## src/rtl/if_id_queue.sv

```systemverilog
// IF/ID decoupling queue: a DEPTH-entry FIFO of {pc, inst} between fetch and decode,
// feeding a registered output stage that emits a zero bubble when idle or flushed.
module if_id_queue #(
  parameter int ADDR_W = 32,
  parameter int INST_W = 32,
  parameter int DEPTH  = 4,
  parameter int CNT_W  = $clog2(DEPTH + 1)
) (
  input  logic              CLK,
  input  logic              RST,
  input  logic              flush,
  input  logic              if_valid,
  input  logic [ADDR_W-1:0] if_pc,
  input  logic [INST_W-1:0] if_inst,
  output logic              if_ready,
  input  logic              id_stall,
  output logic              id_valid,
  output logic [ADDR_W-1:0] id_pc,
  output logic [INST_W-1:0] id_inst,
  output logic [CNT_W-1:0]  count
);

  localparam int PTR_W = $clog2(DEPTH);
  localparam logic [CNT_W-1:0] FULL_CNT = CNT_W'(DEPTH);

  logic [ADDR_W-1:0] pc_mem   [DEPTH];
  logic [INST_W-1:0] inst_mem [DEPTH];

  logic [PTR_W-1:0]  rd_ptr_reg;
  logic [PTR_W-1:0]  wr_ptr_reg;
  logic [CNT_W-1:0]  count_reg;
  logic              id_valid_reg;
  logic [ADDR_W-1:0] id_pc_reg;
  logic [INST_W-1:0] id_inst_reg;

  logic accept;
  logic queue_empty;
  logic mem_we;

  // Ready depends only on the registered count, never on id_stall.
  assign if_ready    = (count_reg < FULL_CNT);
  assign accept      = if_valid && if_ready;
  assign queue_empty = (count_reg == '0);
  // Bypass (empty, not stalled) skips the queue; everything else that is accepted is stored.
  assign mem_we      = accept && !RST && !flush && (id_stall || !queue_empty);

  always_ff @(posedge CLK) begin
    if (mem_we) begin
      pc_mem[wr_ptr_reg]   <= if_pc;
      inst_mem[wr_ptr_reg] <= if_inst;
    end
  end

  always_ff @(posedge CLK) begin
    if (RST || flush) begin
      rd_ptr_reg   <= '0;
      wr_ptr_reg   <= '0;
      count_reg    <= '0;
      id_valid_reg <= 1'b0;
      id_pc_reg    <= '0;
      id_inst_reg  <= '0;
    end else if (id_stall) begin
      if (accept) begin
        wr_ptr_reg <= wr_ptr_reg + 1'b1;
        count_reg  <= count_reg + 1'b1;
      end
    end else if (!queue_empty) begin
      id_valid_reg <= 1'b1;
      id_pc_reg    <= pc_mem[rd_ptr_reg];
      id_inst_reg  <= inst_mem[rd_ptr_reg];
      rd_ptr_reg   <= rd_ptr_reg + 1'b1;
      if (accept) begin
        wr_ptr_reg <= wr_ptr_reg + 1'b1;
      end else begin
        count_reg <= count_reg - 1'b1;
      end
    end else if (accept) begin
      id_valid_reg <= 1'b1;
      id_pc_reg    <= if_pc;
      id_inst_reg  <= if_inst;
    end else begin
      id_valid_reg <= 1'b0;
      id_pc_reg    <= '0;
      id_inst_reg  <= '0;
    end
  end

  assign id_valid = id_valid_reg;
  assign id_pc    = id_pc_reg;
  assign id_inst  = id_inst_reg;
  assign count    = count_reg;

endmodule

```

## config.mk

```make
export PLATFORM = sky130hd
export DESIGN_NAME = if_id_queue
export DESIGN_NICKNAME = d
export VERILOG_FILES = /design/src/rtl/if_id_queue.sv
export SDC_FILE = /design/constraint.sdc
export NUM_CORES = 1
export LEC_CHECK = 0
export CORE_MARGIN = 2
export CORE_UTILIZATION = 60
export DETAILED_ROUTE_END_ITERATION = 6
export HOLD_SLACK_MARGIN = 0.15
export PLACE_DENSITY_LB_ADDON = 0.05
export SYNTH_ARGS = -nofsm -noshare
export SYNTH_HDL_FRONTEND = slang
export SYNTH_SLANG_ARGS = --single-unit
```

## constraint.sdc

```tcl
create_clock -name CLK -period 9.15 [get_ports CLK]
set_input_delay 2.2875 -clock CLK [delete_from_list [all_inputs] [get_ports CLK]]
set_output_delay 2.2875 -clock CLK [all_outputs]
set_load 0.01 [all_outputs]
```

==> impl_metrics.csv, run 1 <==
group,metric,value,unit
outcome,status,"finished, final reports clean",
logic_synthesis,synth.most_common_cell,"edfxtp_1",
grt,grt_pass1_vias,7227,
grt,grt.met3_usage,0.0460,
logic_synthesis,synthSimpleGateAreaFrac,0.0149,
sta,min_period_over_period,0.509,
critical_path,worstPathRequired,9.27,ns
logic_synthesis,synth_seq_cells,330,
floorplan,io_pins,138,
final_layout,fin_nets,833,
power_and_ir_drop,p_sw_frac,0.200,
logic_synthesis,synth_top_cell_area_share,0.621,
critical_path,critPathKind,"in -> reg",
grt,grt_pass1_wl,40.9,mm
power_and_ir_drop,pwr-share-seq,0.518,
clocking,cts_resized,0,
sta,fin_worst_skew,0.00923,ns
floorplan,die_area,21800,um^2
clocking,clk_path_buf_depth,3,
power_and_ir_drop,power_switching,0.633,mW
grt,track_usage,0.246,
floorplan,dieHeight,148,um
logic_synthesis,yosysUniqueCellTypes,38,
floorplan,initial_core_util,0.611,
sta,rsz0062_at_grt,"false",
place,place_area,13900,um^2
logic_synthesis,syn_inst,634,
critical_path,startpoint_type,"input port",
sta,slew_headroom,0.305,
clocking,cts-hold-fix-buffers,0,
sta,setup_violations,0,
logic_synthesis,synth_ff_type,"edfxtp_1",
logic_synthesis,async_flop_share,0,
grt,antenna_found_initial,1,
clocking,cts_inserted_buffers,34,
grt,grt.busiest_layer,"met2",
clocking,path_clk_slew,0.06,ns
logic_synthesis,synth_top_family_by_area,"multiplexers",
sta,slew_viol_final,0,
logic_synthesis,yosysTopAreaCell,"edfxtp_1",
logic_synthesis,ys_top_cells_by_count,"edfxtp_1, dfxtp_1, a32oi_1, mux4_2, o2bb2ai_1",
power_and_ir_drop,power_frac_clock,0.433,
hold_path,hold_path.class,"reg -> reg",
power_and_ir_drop,internal-power,2.54,mW
clocking,clock-sinks,330,
flow_run,timing.max_cap.violations,0,
power_and_ir_drop,p_leak,4.60,nW
clocking,clock_tree.root_cell,"clkbuf_16",
logic_synthesis,synth_fa_ha_area_frac,0.00566,
grt,grt_use_met2,0.412,
routing,antenna_left,0,
logic_synthesis,synth_xor_xnor_area_share,0,
grt,grt_overflow,0,
place,gp_congestion,0.706,
floorplan,core,20200,um^2
routing,vias_per_cell,6.52,
power_and_ir_drop,p_per_area,211,nW/um^2
clocking,htreeDepth,2,
clocking,cts_tree,"done",
place,place_hpwl,13.5,mm
routing,wirelength,26.3,mm
clocking,clk_latency,0.50,ns
place,numPortBuffers,137,
routing,drt_iter0_drc,475,
final_layout,layout-drive-gt1-share,0.167,
sta,tns,0,ns
logic_synthesis,seq_area_frac_synth,0.741,
logic_synthesis,synth_compound_area_frac,0.0995,
final_layout,design_area,15000,um^2
grt,grt_use_met1,0.345,
final_layout,antenna_cells,0,
floorplan,die_width,148,um
critical_path,crit_fanout,74,
sta,min_period,4.66,ns
critical_path,arrival,4.77,ns
logic_synthesis,syn_area_per_cell,19.5,um^2
grt,grt_max_degree,81,
routing,post_drt_wl_per_cell,25.0,um
logic_synthesis,syn-num-nets,708,
routing,drt_pass1_iterations,4,
critical_path,endpoint_kind,"flip-flop",
logic_synthesis,syn_area,12400,um^2
routing,drc,0,
routing,route.vias.total,6873,
power_and_ir_drop,pwr-share-comb,0.049,
final_layout,area_delta_synth_final,21.6,%
clocking,postCtsSetupBuffers,0,
floorplan,placementRows,52,
logic_synthesis,muxShareOfSynthArea,0.117,
logic_synthesis,yosys_warnings,0,
logic_synthesis,synth_edf_count,256,
sta,hold_viol_final,0,
sta,max_clock_freq,0.215,GHz
sta,whs,0.488,ns
final_layout,reg_top3,"inst_mem x128, pc_mem x128",
power_and_ir_drop,vdd_drop_max,0.000177,V
sta,tightest_slew,1.04,ns
logic_synthesis,synth_area_leaders,"edfxtp_1, dfxtp_1, mux4_2",
[power by group through the flow]
stage	clock, mW	combinational [mW]	sequential [mW]
after floorplan	0	0.0685	1.67
after global placement	0	0.149	1.67
after detailed placement	0	0.155	1.67
after CTS	1.39	0.156	1.64
after global routing	1.46	0.166	1.64
final	1.37	0.155	1.64
[cells by family after synthesis]
family                     after synthesis
adders and majority gates                5
and+or+nand+nor                         28
buffers and inverters                   59
DFF                                    330
muxes                                   65
AOI/OAI and AO/OA                      147
[layout make-up]
type / instances / area, um^2
timing repair buffer: 143 / 1420
clock buffer: 53 / 1040
sequential: 330 / 9180
fill: 1196 / 5190
tap: 270 / 338
multi-input combinational: 245 / 2960
clock inverter: 8 / 91.3
inverter: 5 / 18.8
[stage by stage]
stage	instances	power, mW	worst slack (ns)	util
3_3_place_gp	992	1.82	3.78	0.687
6_report	1054	3.17	4.49	0.743
2_1_floorplan	634	1.74	4.18	-
4_1_cts	1053	3.19	4.26	0.743
3_5_place_dp	992	1.83	3.78	0.687
5_1_grt	1054	3.27	4.30	0.743
[cells in the final DEF, fill, tap and decap left out, drive strengths merged, types with 6 or more instances in the layout]
cell type	n
edfxtp	256
clkdlybuf4s50	136
dfxtp	74
mux4	64
a32oi	64
o2bb2ai	64
clkbuf	53
buf	7
a21oi	6
o21ai	6
[final timing paths]
path	slack [ns]	cells after the start	endpoint	from
setup reg to reg	6.69	3	pc_mem[3][5]	count[0]
setup / recovery	4.49	4	pc_mem[3][5]	RST
hold / removal	0.49	2	flip-flop	rd_ptr_reg[1]
hold reg to reg	0.49	2	flip-flop	rd_ptr_reg[1]
[metal layers]
layer | vias to the layer above | routed length [um]
met1 | 3612 | 10900
met4 | 2 | 289
met2 | 264 | 13600
met3 | 31 | 1610
met5 | - | 13
li1 | 2964 | -
[worst max-delay path: stages]
cell	delay, ns
clkdlybuf4s50_1	0.42
or2_4	0.57
nor3_1	0.51
and2_4	0.90
Note: power is estimated with default switching activity, not from simulation.
==> run 2: changes to the inputs <==
- CORE_UTILIZATION: 60 -> 50
- clock period: 9.15 -> 4.23 ns (I/O delays scaled with it)
==> impl_metrics.csv, run 2 (synthesized netlist as in run 1, its figures left out) <==
group,metric,value,unit
routing,drt_iter0_drc,581,
sta,rsz0062_at_grt,"false",
final_layout,design_area,15300,um^2
place,numPortBuffers,137,
routing,antenna_left,0,
final_layout,fin_nets,848,
final_layout,reg_top3,"inst_mem x128, pc_mem x128",
final_layout,regArea,9180,um^2
routing,vias_per_cell,6.05,
clocking,clk_latency,0.51,ns
final_layout,area_delta_synth_final,23.6,%
place,placed_cells,1061,
clocking,postCtsSetupBuffers,0,
clocking,path_clk_slew,0.06,ns
clocking,cts_tree,"done",
power_and_ir_drop,vdd_drop_max,0.000308,V
floorplan,io_pins,138,
clocking,clock_tree.root_cell,"clkbuf_16",
grt,track_usage,0.205,
grt,grt_pass1_wl,40.9,mm
routing,post_drt_wl_per_cell,23.3,um
critical_path,endpoint_kind,"flip-flop",
critical_path,worstPathRequired,4.43,ns
critical_path,slowest_delay,0.66,ns
final_layout,layout_commonest_cell,"edfxtp_1",
grt,grt_overflow,0,
grt,antenna_found_initial,0,
sta,setup_violations,0,
final_layout,layout-drive-gt1-share,0.187,
hold_path,hold_path.class,"reg -> reg",
critical_path,path_delay_family,"simple AND/OR/NAND/NOR gates",
grt,grt_pass1_vias,7045,
sta,hold_viol_final,0,
critical_path,path_cells,"clkdlybuf4s50_1 -> nand2b_1 -> nor3_1 -> and2_4 -> buf_12",
clocking,cts_resized,0,
final_layout,fin_util,0.629,
floorplan,die_width,161,um
sta,slew_headroom,0.339,
flow_run,timing.max_cap.violations,0,
place,place_hpwl,15.1,mm
grt,grt_max_degree,79,
floorplan,placementRows,57,
final_layout,mostFrequentLayoutCells,"edfxtp_1, clkdlybuf4s50_1, dfxtp_1",
sta,fin_worst_skew,0.0119,ns
floorplan,die_area,26000,um^2
sta,tns,0,ns
routing,drc,0,
power_and_ir_drop,p_per_area,453,nW/um^2
critical_path,arrival,3.11,ns
clocking,clock-sinks,330,
final_layout,fillCellCount,1749,
routing,route.vias.total,6804,
outcome,status,"finished, final reports clean",
sta,max_clock_freq,0.344,GHz
clocking,cts_inserted_buffers,35,
floorplan,dieHeight,161,um
floorplan,initial_core_util,0.509,
place,gp_congestion,0.720,
sta,min_period,2.91,ns
critical_path,critPathSlowestCell,"clkdlybuf4s50_1",
critical_path,critPathKind,"in -> reg",
clocking,cts-hold-fix-buffers,0,
critical_path,crit_buf_inv,2,
critical_path,crit_fanout,26,
routing,wirelength,26.2,mm
clocking,clk_path_buf_depth,3,
sta,min_period_over_period,0.688,
critical_path,startpoint_type,"input port",
sta,slew_viol_final,0,
clocking,htreeDepth,2,
routing,drt_pass1_iterations,5,
final_layout,layoutNonFillerInstCount,1125,
power_and_ir_drop,p_leak,4.70,nW
floorplan,core,24300,um^2
sta,tightest_slew,0.992,ns
final_layout,multi_input_area,2960,um^2
final_layout,antenna_cells,0,
place,place_area,14100,um^2
==> run 2: changes by cell type in the layout (fill, tap and decap cells not counted) <==
cell / previous run / this run
buf_12: 0 / 4
buf_2: 1 / 0
buf_4: 5 / 17
buf_8: 1 / 0
bufinv_16: 2 / 3
clkbuf_1: 11 / 3
clkbuf_8: 5 / 2
clkinv_1: 1 / 7
clkinv_2: 4 / 8
clkinv_8: 0 / 1
inv_6: 0 / 2
==> run 2: report_power, final <==
| group | total, mW | leakage [nW] | internal [mW] | switching [mW] |
|---|---|---|---|---|
| clock network | 3.03 | 0.575 | 1.82 | 1.21 |
| logic | 0.340 | 1.22 | 0.160 | 0.180 |
| registers | 3.55 | 2.91 | 3.53 | 0.0236 |
| total | 6.92 | 4.70 | 5.51 | 1.42 |
==> run 2: per-layer routing <==
metal | global-route usage | wire, um | vias up
li1 | - | - | 2999
met1 | 0.278 | 11000 | 3526
met2 | 0.345 | 13200 | 244
met3 | 0.0362 | 1520 | 35
met4 | 0.0568 | 489 | 0
met5 | 0 | 0 | -
==> run 2: tightest hold or removal path, stage by stage (launching register included) <==
cell,delay (ns)
dfxtp_1,0.31
o31ai_1,0.06
a21oi_1,0.07
==> run 2: layout make-up <==
type / instances / area share
Clock inverter: 22 / 0.0129
Clock buffer: 42 / 0.0631
Tap cell: 324 / 0.0265
Timing Repair Buffer: 157 / 0.103
Sequential cell: 330 / 0.600
Inverter: 5 / 0.00123
Multi-Input combinational cell: 245 / 0.194
==> run 2: path summary, 6_finish.rpt <==
check	to	depth (start not counted)	startpoint	slack [ns]
min reg2reg	flip-flop	2	rd_ptr_reg[1]	0.48
max reg2reg	inst_mem[3][13]	4	count[0]	2.00
max	inst_mem[3][13]	5	if_valid	1.32
min	flip-flop	2	rd_ptr_reg[1]	0.48
==> run 2: through the flow <==
stage	power, mW	hold slack (ns)	worst slack, ns
after floorplan	3.77	0.453	0.489
after global placement	3.95	0.451	0.872
after detailed placement	3.96	0.483	0.798
after CTS	7.00	0.481	1.32
after global routing	7.14	0.518	1.12
final	6.92	0.477	1.32
